==> src/rtl/fpga_cmd_pkg.sv <==
// Shared types and constants for the FPGA command-bus initiator.
package fpga_cmd_pkg;

  localparam logic [6:0] ADC_SELECT     = 7'h1;
  localparam logic [6:0] RED_LED_ON     = 7'h2;
  localparam logic [6:0] RED_LED_OFF    = 7'h3;
  localparam logic [6:0] GREEN_LED_ON   = 7'h4;
  localparam logic [6:0] GREEN_LED_OFF  = 7'h5;
  localparam logic [7:0] CHANNELS_COUNT = 8'd35;

  typedef struct packed {
    logic [6:0] cmd;
    logic [7:0] data;
  } cmd_req_t;

  typedef enum logic [1:0] {StIdle, StSetup, StStrobe, StGap} state_e;

endpackage

==> src/rtl/fpga_cmd_fifo.sv <==
// Synchronous request FIFO; a pop frees a full slot for a push in the same cycle.
module fpga_cmd_fifo
  import fpga_cmd_pkg::*;
#(
  parameter int unsigned Depth = 4
) (
  input  logic                     clk_i,
  input  logic                     rst_i,
  input  logic                     push_i,
  input  cmd_req_t                 wdata_i,
  input  logic                     pop_i,
  output cmd_req_t                 rdata_o,
  output logic [$clog2(Depth):0]   count_o,
  output logic                     full_o,
  output logic                     empty_o
);

  localparam int unsigned PtrW = $clog2(Depth);

  cmd_req_t              mem_q [Depth];
  logic [PtrW-1:0]       wptr_q, rptr_q;
  logic [PtrW:0]         count_q;
  logic                  do_push, do_pop;

  assign empty_o = (count_q == '0);
  assign full_o  = (count_q == (PtrW + 1)'(Depth));
  assign do_pop  = pop_i && !empty_o;
  assign do_push = push_i && (!full_o || do_pop);
  assign rdata_o = mem_q[rptr_q];
  assign count_o = count_q;

  always_ff @(posedge clk_i) begin
    if (do_push) begin
      mem_q[wptr_q] <= wdata_i;
    end
  end

  always_ff @(posedge clk_i or posedge rst_i) begin
    if (rst_i) begin
      wptr_q  <= '0;
      rptr_q  <= '0;
      count_q <= '0;
    end else begin
      if (do_push) wptr_q <= wptr_q + 1'b1;
      if (do_pop)  rptr_q <= rptr_q + 1'b1;
      unique case ({do_push, do_pop})
        2'b10:   count_q <= count_q + 1'b1;
        2'b01:   count_q <= count_q - 1'b1;
        default: count_q <= count_q;
      endcase
    end
  end

endmodule

==> src/rtl/fpga_cmd_tx.sv <==
// Command-bus initiator: queues host requests, runs channel sweeps and paces
// the command/data/enable strobe with setup, pulse and gap spacing.
module fpga_cmd_tx
  import fpga_cmd_pkg::*;
#(
  parameter int unsigned SETUP_CYCLES = 1,
  parameter int unsigned PULSE_CYCLES = 1,
  parameter int unsigned GAP_CYCLES   = 5,
  parameter int unsigned FIFO_DEPTH   = 4
) (
  input  logic       clk_i,
  input  logic       rst_i,
  input  logic       req_valid_i,
  output logic       req_ready_o,
  input  logic [6:0] req_cmd_i,
  input  logic [7:0] req_data_i,
  input  logic       sweep_start_i,
  input  logic [6:0] sweep_cmd_i,
  input  logic [7:0] sweep_count_i,
  output logic       sweep_busy_o,
  output logic       sweep_done_o,
  output logic [6:0] command_o,
  output logic [7:0] data_o,
  output logic       enable_o,
  output logic       busy_o
);

  localparam int unsigned MaxSp     = (SETUP_CYCLES > PULSE_CYCLES) ? SETUP_CYCLES : PULSE_CYCLES;
  localparam int unsigned MaxCycles = (MaxSp > GAP_CYCLES) ? MaxSp : GAP_CYCLES;
  localparam int unsigned PhaseW    = (MaxCycles > 1) ? $clog2(MaxCycles) : 1;
  localparam int unsigned CntW      = $clog2(FIFO_DEPTH) + 1;

  state_e            state_q;
  logic [PhaseW-1:0] phase_q;
  logic [6:0]        command_q, sweep_cmd_q;
  logic [7:0]        data_q, sweep_count_q, sweep_idx_q;
  logic              enable_q, sweep_busy_q, sweep_done_q, sweep_inflight_q;

  cmd_req_t          req_in, fifo_rdata;
  logic [CntW-1:0]   fifo_count;
  logic              fifo_full, fifo_empty, fifo_pop;
  logic              phase_last, gap_end, sweep_pending, take, sweep_pop, sweep_fin;

  assign req_in = '{cmd: req_cmd_i, data: req_data_i};

  fpga_cmd_fifo #(
    .Depth(FIFO_DEPTH)
  ) u_fifo (
    .clk_i  (clk_i),
    .rst_i  (rst_i),
    .push_i (req_valid_i),
    .wdata_i(req_in),
    .pop_i  (fifo_pop),
    .rdata_o(fifo_rdata),
    .count_o(fifo_count),
    .full_o (fifo_full),
    .empty_o(fifo_empty)
  );

  always_comb begin
    phase_last = 1'b0;
    unique case (state_q)
      StSetup:  phase_last = (phase_q == PhaseW'(SETUP_CYCLES - 1));
      StStrobe: phase_last = (phase_q == PhaseW'(PULSE_CYCLES - 1));
      StGap:    phase_last = (phase_q == PhaseW'(GAP_CYCLES - 1));
      default:  phase_last = 1'b0;
    endcase
  end

  assign gap_end       = (state_q == StGap) && phase_last;
  assign sweep_pending = sweep_busy_q && (sweep_idx_q != sweep_count_q);
  assign take          = (!fifo_empty || sweep_pending) && ((state_q == StIdle) || gap_end);
  assign fifo_pop      = take && !fifo_empty;
  assign sweep_pop     = take && fifo_empty;
  // Finished once every item is issued and the last one has cleared its gap.
  assign sweep_fin     = sweep_busy_q && (sweep_idx_q == sweep_count_q) &&
                         (!sweep_inflight_q || gap_end);

  assign req_ready_o  = !fifo_full || fifo_pop;
  assign command_o    = command_q;
  assign data_o       = data_q;
  assign enable_o     = enable_q;
  assign sweep_busy_o = sweep_busy_q;
  assign sweep_done_o = sweep_done_q;
  assign busy_o       = (state_q != StIdle) || (fifo_count != '0) || sweep_busy_q;

  always_ff @(posedge clk_i or posedge rst_i) begin
    if (rst_i) begin
      state_q          <= StIdle;
      phase_q          <= '0;
      command_q        <= '0;
      data_q           <= '0;
      enable_q         <= 1'b0;
      sweep_busy_q     <= 1'b0;
      sweep_done_q     <= 1'b0;
      sweep_inflight_q <= 1'b0;
      sweep_cmd_q      <= '0;
      sweep_count_q    <= '0;
      sweep_idx_q      <= '0;
    end else begin
      sweep_done_q <= 1'b0;
      if (gap_end) sweep_inflight_q <= 1'b0;

      if (take) begin
        state_q <= StSetup;
        phase_q <= '0;
        if (fifo_pop) begin
          command_q <= fifo_rdata.cmd;
          data_q    <= fifo_rdata.data;
        end else begin
          command_q        <= sweep_cmd_q;
          data_q           <= sweep_idx_q;
          sweep_idx_q      <= sweep_idx_q + 8'd1;
          sweep_inflight_q <= 1'b1;
        end
      end else begin
        unique case (state_q)
          StSetup: begin
            phase_q <= phase_last ? '0 : phase_q + 1'b1;
            if (phase_last) begin
              state_q  <= StStrobe;
              enable_q <= 1'b1;
            end
          end
          StStrobe: begin
            phase_q <= phase_last ? '0 : phase_q + 1'b1;
            if (phase_last) begin
              state_q  <= StGap;
              enable_q <= 1'b0;
            end
          end
          StGap: begin
            phase_q <= phase_last ? '0 : phase_q + 1'b1;
            if (phase_last) state_q <= StIdle;
          end
          default: state_q <= StIdle;
        endcase
      end

      if (sweep_fin) begin
        sweep_busy_q <= 1'b0;
        sweep_done_q <= 1'b1;
      end else if (sweep_start_i && !sweep_busy_q) begin
        sweep_busy_q  <= 1'b1;
        sweep_cmd_q   <= sweep_cmd_i;
        sweep_count_q <= sweep_count_i;
        sweep_idx_q   <= '0;
      end
    end
  end

endmodule

==> config.mk <==
export PLATFORM = sky130hd
export DESIGN_NAME = fpga_cmd_tx
export DESIGN_NICKNAME = d
export VERILOG_FILES = /design/src/rtl/fpga_cmd_pkg.sv /design/src/rtl/fpga_cmd_fifo.sv /design/src/rtl/fpga_cmd_tx.sv
export SDC_FILE = /design/constraint.sdc
export NUM_CORES = 1
export LEC_CHECK = 0
export ABC_AREA = 1
export CAP_MARGIN = 15
export CORE_MARGIN = 2
export CORE_UTILIZATION = 49
export DETAILED_ROUTE_END_ITERATION = 7
export GPL_TIMING_DRIVEN = 0
export MAX_ROUTING_LAYER = met4
export PLACE_DENSITY = 0.7
export SLEW_MARGIN = 20
export SYNTH_ARGS = -nofsm -noshare
export SYNTH_HDL_FRONTEND = slang
export SYNTH_HIERARCHICAL = 1
export SYNTH_SLANG_ARGS = --single-unit
export TNS_END_PERCENT = 10
==> constraint.sdc <==
create_clock -name clk_i -period 5.9 [get_ports clk_i]
set_input_delay 0.59 -clock clk_i [delete_from_list [all_inputs] [get_ports clk_i]]
set_output_delay 0.59 -clock clk_i [all_outputs]
set_load 0.05 [all_outputs]
==> flow_summary_export.csv <==
group,metric,value,unit
hold_path,hold_class,"in -> async",
sta,fin_skew,6.95,ps
drt,drc,0,
cells_and_area,final_area,6770,sq um
logic_synthesis,synth.avg_cell_area,9.71,sq um
global_route,grt_pass1_vias,4065,
worst_setup_path,cp.required,5310,ps
placed_design,dpl.hpwl,8500,um
worst_setup_path,cp.arrival,2950,ps
cells_and_area,nNetsFinal,683,
sta,slew_viol_final,0,
logic_synthesis,yosysMostFrequentCell,"nand2_1",
die,fp.dieH,109,um
logic_synthesis,synth-seq-area-share,58.1,%
logic_synthesis,yosys-top-cells-area,"edfxtp_1 (33%), dfrtp_1 (25%), nand2_1 (11%)",
drt,ant_nets,0,
worst_setup_path,worstPathCellList,"inv_1 -> ha_1 -> o211ai_2 -> nand2_1 -> nand2_1 -> buf_4 -> nand2_1 -> clkdlybuf4s50_1",
global_route,grt_pass1_wl,19800,um
drt,via_per_inst,5.07,
sta,fmax,0.282,GHz
placed_design,portBuffers,53,
drt,routedWlPerCell,15.4,um
cts,cts_resized,0,
logic_synthesis,yosysTopAreaCell,"edfxtp_1",
logic_synthesis,synth_seq_cells,114,
drt,wl_met3,464,um
drt,top_layer_used,"met4",
global_route,grt_max_degree,27,
drt,drtIter0Drc,251,
sta,rsz0062_at_grt,"no",
power,ir_drop,395,uV
placed_design,place_area,6190,sq um
logic_synthesis,synthXorXnorAreaFrac,2.08,%
worst_setup_path,crit_family,"buffers and inverters",
worst_setup_path,max_stage_delay,800,ps
power,powerDensity,582,nW/um^2
worst_setup_path,crit_buf_inv,3,
worst_setup_path,end_kind,"primary output",
cells_and_area,area_growth,24.7,%
cts,cts.reportedPaths.clkPinSlew,60,ps
cells_and_area,stdcell_count,787,
worst_setup_path,criticalPathCategory,"reg -> out",
drt,drt_first_pass_iters,5,
power,leakage,0.00300,uW
sta,finalHoldViolCount,0,
logic_synthesis,synthTopCellsByCount,"nand2_1 (159), edfxtp_1 (60), nor2_1 (59)",
drt,drt_wl_total,12100,um
die,initial_core_util,50.1,%
cts,cts_root_buffer,"clkbuf_8",
die,fp.dieW,109,um
worst_setup_path,crit_top_cell,"nand2_1",
placed_design,gp_congestion,0.926,
cells_and_area,drive_gt1_share,13.3,%
cts,h-tree-depth,4,
cells_and_area,diodes,0,
logic_synthesis,synth_top_family_by_area,"simple AND/OR/NAND/NOR gates",
global_route,grt_overflow,0,
cts,cts_tree,"yes",
logic_synthesis,synthesis.area,5430,sq um
logic_synthesis,muxShareOfSynthArea,0,%
cts,clock_sinks,114,
logic_synthesis,synth_fa_ha_area_share,3.60,%
sta,maxSlewHeadroom,37.5,%
placed_design,placed_cells,755,
drt,num_vias,3990,
drt,wl_met2,6220,um
sta,tightestPinTransition,937,ps
cts,clk_latency,520,ps
logic_synthesis,synthArstFlopShare,47.4,%
run_status,outcome,"complete, no violations",
die,ioPinCount,54,
logic_synthesis,synthCells,559,
die,die_area,11900,sq um
logic_synthesis,yosysWarnings,6,
sta,period_needed,3540,ps
flow_run,maxCapViolCount,0,
logic_synthesis,synth-main-ff-cell,"edfxtp_1",
global_route,antenna_found_initial,0,
cts,holdBufCountCts,0,
cts,clk_path_buf_depth,2,
logic_synthesis,synth_top_cell_area_share,33.2,%
logic_synthesis,synth_nets,608,
logic_synthesis,synth-compound-area-share,6.62,%
sta,tns,0,ps
cts,cts_buffers,17,
worst_setup_path,worst_path_max_delay_cell,"clkdlybuf4s50_1",
logic_synthesis,synth_edf_count,60,
logic_synthesis,ys_types,35,
sta,finalSetupViolCount,0,
sta,period_share,60.1,%
logic_synthesis,synthSimpleGateAreaFrac,22.3,%
worst_setup_path,cp-start-kind,"register",
cts,cts_setup_buffers,0,
worst_setup_path,cp_max_fo,10,
drt,wirelength_met1,5290,um
die,coreArea,10800,sq um
global_route,grt_usage,22.8,%
die,rows,38,
[final cells by class]
class,count,area (sq um)
buffer,25,221
sequential,114,3150
timing repair buffer,56,581
tap,140,175
clock inverter,15,159
inverter,46,175
multi-input combinational,374,1890
clock buffer,17,414
fill,898,4080
[kinds of logic after synthesis]
kind of cell               after synthesis
and+or+nand+nor                        283
AOI/OAI and AO/OA                       64
DFF                                    114
xor gates and xnor gates                12
buffers and inverters                   71
adders and majority gates               15
[state kept, by name, indices dropped and copies added (netlist names)]
signal / cells
enable_o: 1
data_o: 8
state_q: 2
sweep_cmd_q: 7
u_fifo/mem_q: 60
u_fifo/count_o: 3
sweep_done_o: 1
sweep_inflight_q: 1
sweep_busy_o: 1
u_fifo/rptr_q: 2
u_fifo/wptr_q: 2
command_o: 7
phase_q: 3
sweep_count_q: 8
sweep_idx_q: 8
[worst paths after layout]
check	slack (ps)	cells past startpoint	start	end
max	2360	8	state_q[1]	req_ready_o
min	360	2	rst_i	u_fifo/count_o[2]
max reg2reg	2750	11	state_q[1]	u_fifo/mem_q[2][11]
min reg2reg	470	2	sweep_cmd_q[2]	sweep_cmd_q[2]
max in group asynchronous	4870	3	rst_i	sweep_cmd_q[4]
min in group clk_i	470	2	sweep_cmd_q[2]	sweep_cmd_q[2]
[cell usage in the layout, fill, tap and decap left out, types with 3 or more instances in the layout]
master / synthesis / final
inv_2: 3 / 4
o211ai_1: 4 / 4
nor2_2: 1 / 5
inv_6: 0 / 4
o21ai_1: 43 / 43
nand2_1: 159 / 159
a21oi_2: 5 / 5
clkdlybuf4s50_1: 0 / 53
nand4_1: 7 / 7
buf_6: 11 / 13
nor3_1: 3 / 3
dfrtp_1: 54 / 54
clkinv_4: 0 / 4
nand2_2: 7 / 7
buf_2: 5 / 5
xnor2_1: 5 / 5
nor2_1: 59 / 55
ha_1: 14 / 14
xor2_1: 6 / 6
nand3_1: 39 / 39
inv_1: 42 / 41
o21ai_0: 8 / 8
buf_4: 6 / 6
edfxtp_1: 60 / 60
clkbuf_16: 0 / 16
[power breakdown]
group | total (uW) | switching (uW) | internal, uW
Sequential | 1250 | 150 | 1100
Combinational | 1700 | 1080 | 622
Clock | 983 | 379 | 604
[per-stage QoR]
| step | worst slack [ps] | power, uW | utilization (%) | hold slack, ps |
|---|---|---|---|---|
| global route | 2180 | 4210 | 62.4 | 405 |
| finish | 2360 | 3940 | 62.4 | 359 |
| global placement | 2370 | 2890 | 56.6 | 457 |
| floorplan | 3140 | 2470 | - | 393 |
| CTS | 2330 | 3960 | 62.4 | 363 |
| detailed placement | 2740 | 2960 | 57.1 | 459 |
[layer usage]
metal,track usage (%),vias up
met4,7.41,0
met5,-,-
met1,27.7,1911
li1,-,1981
met3,5.14,14
met2,38.0,84
Note: power is estimated with default switching activity, not from simulation.
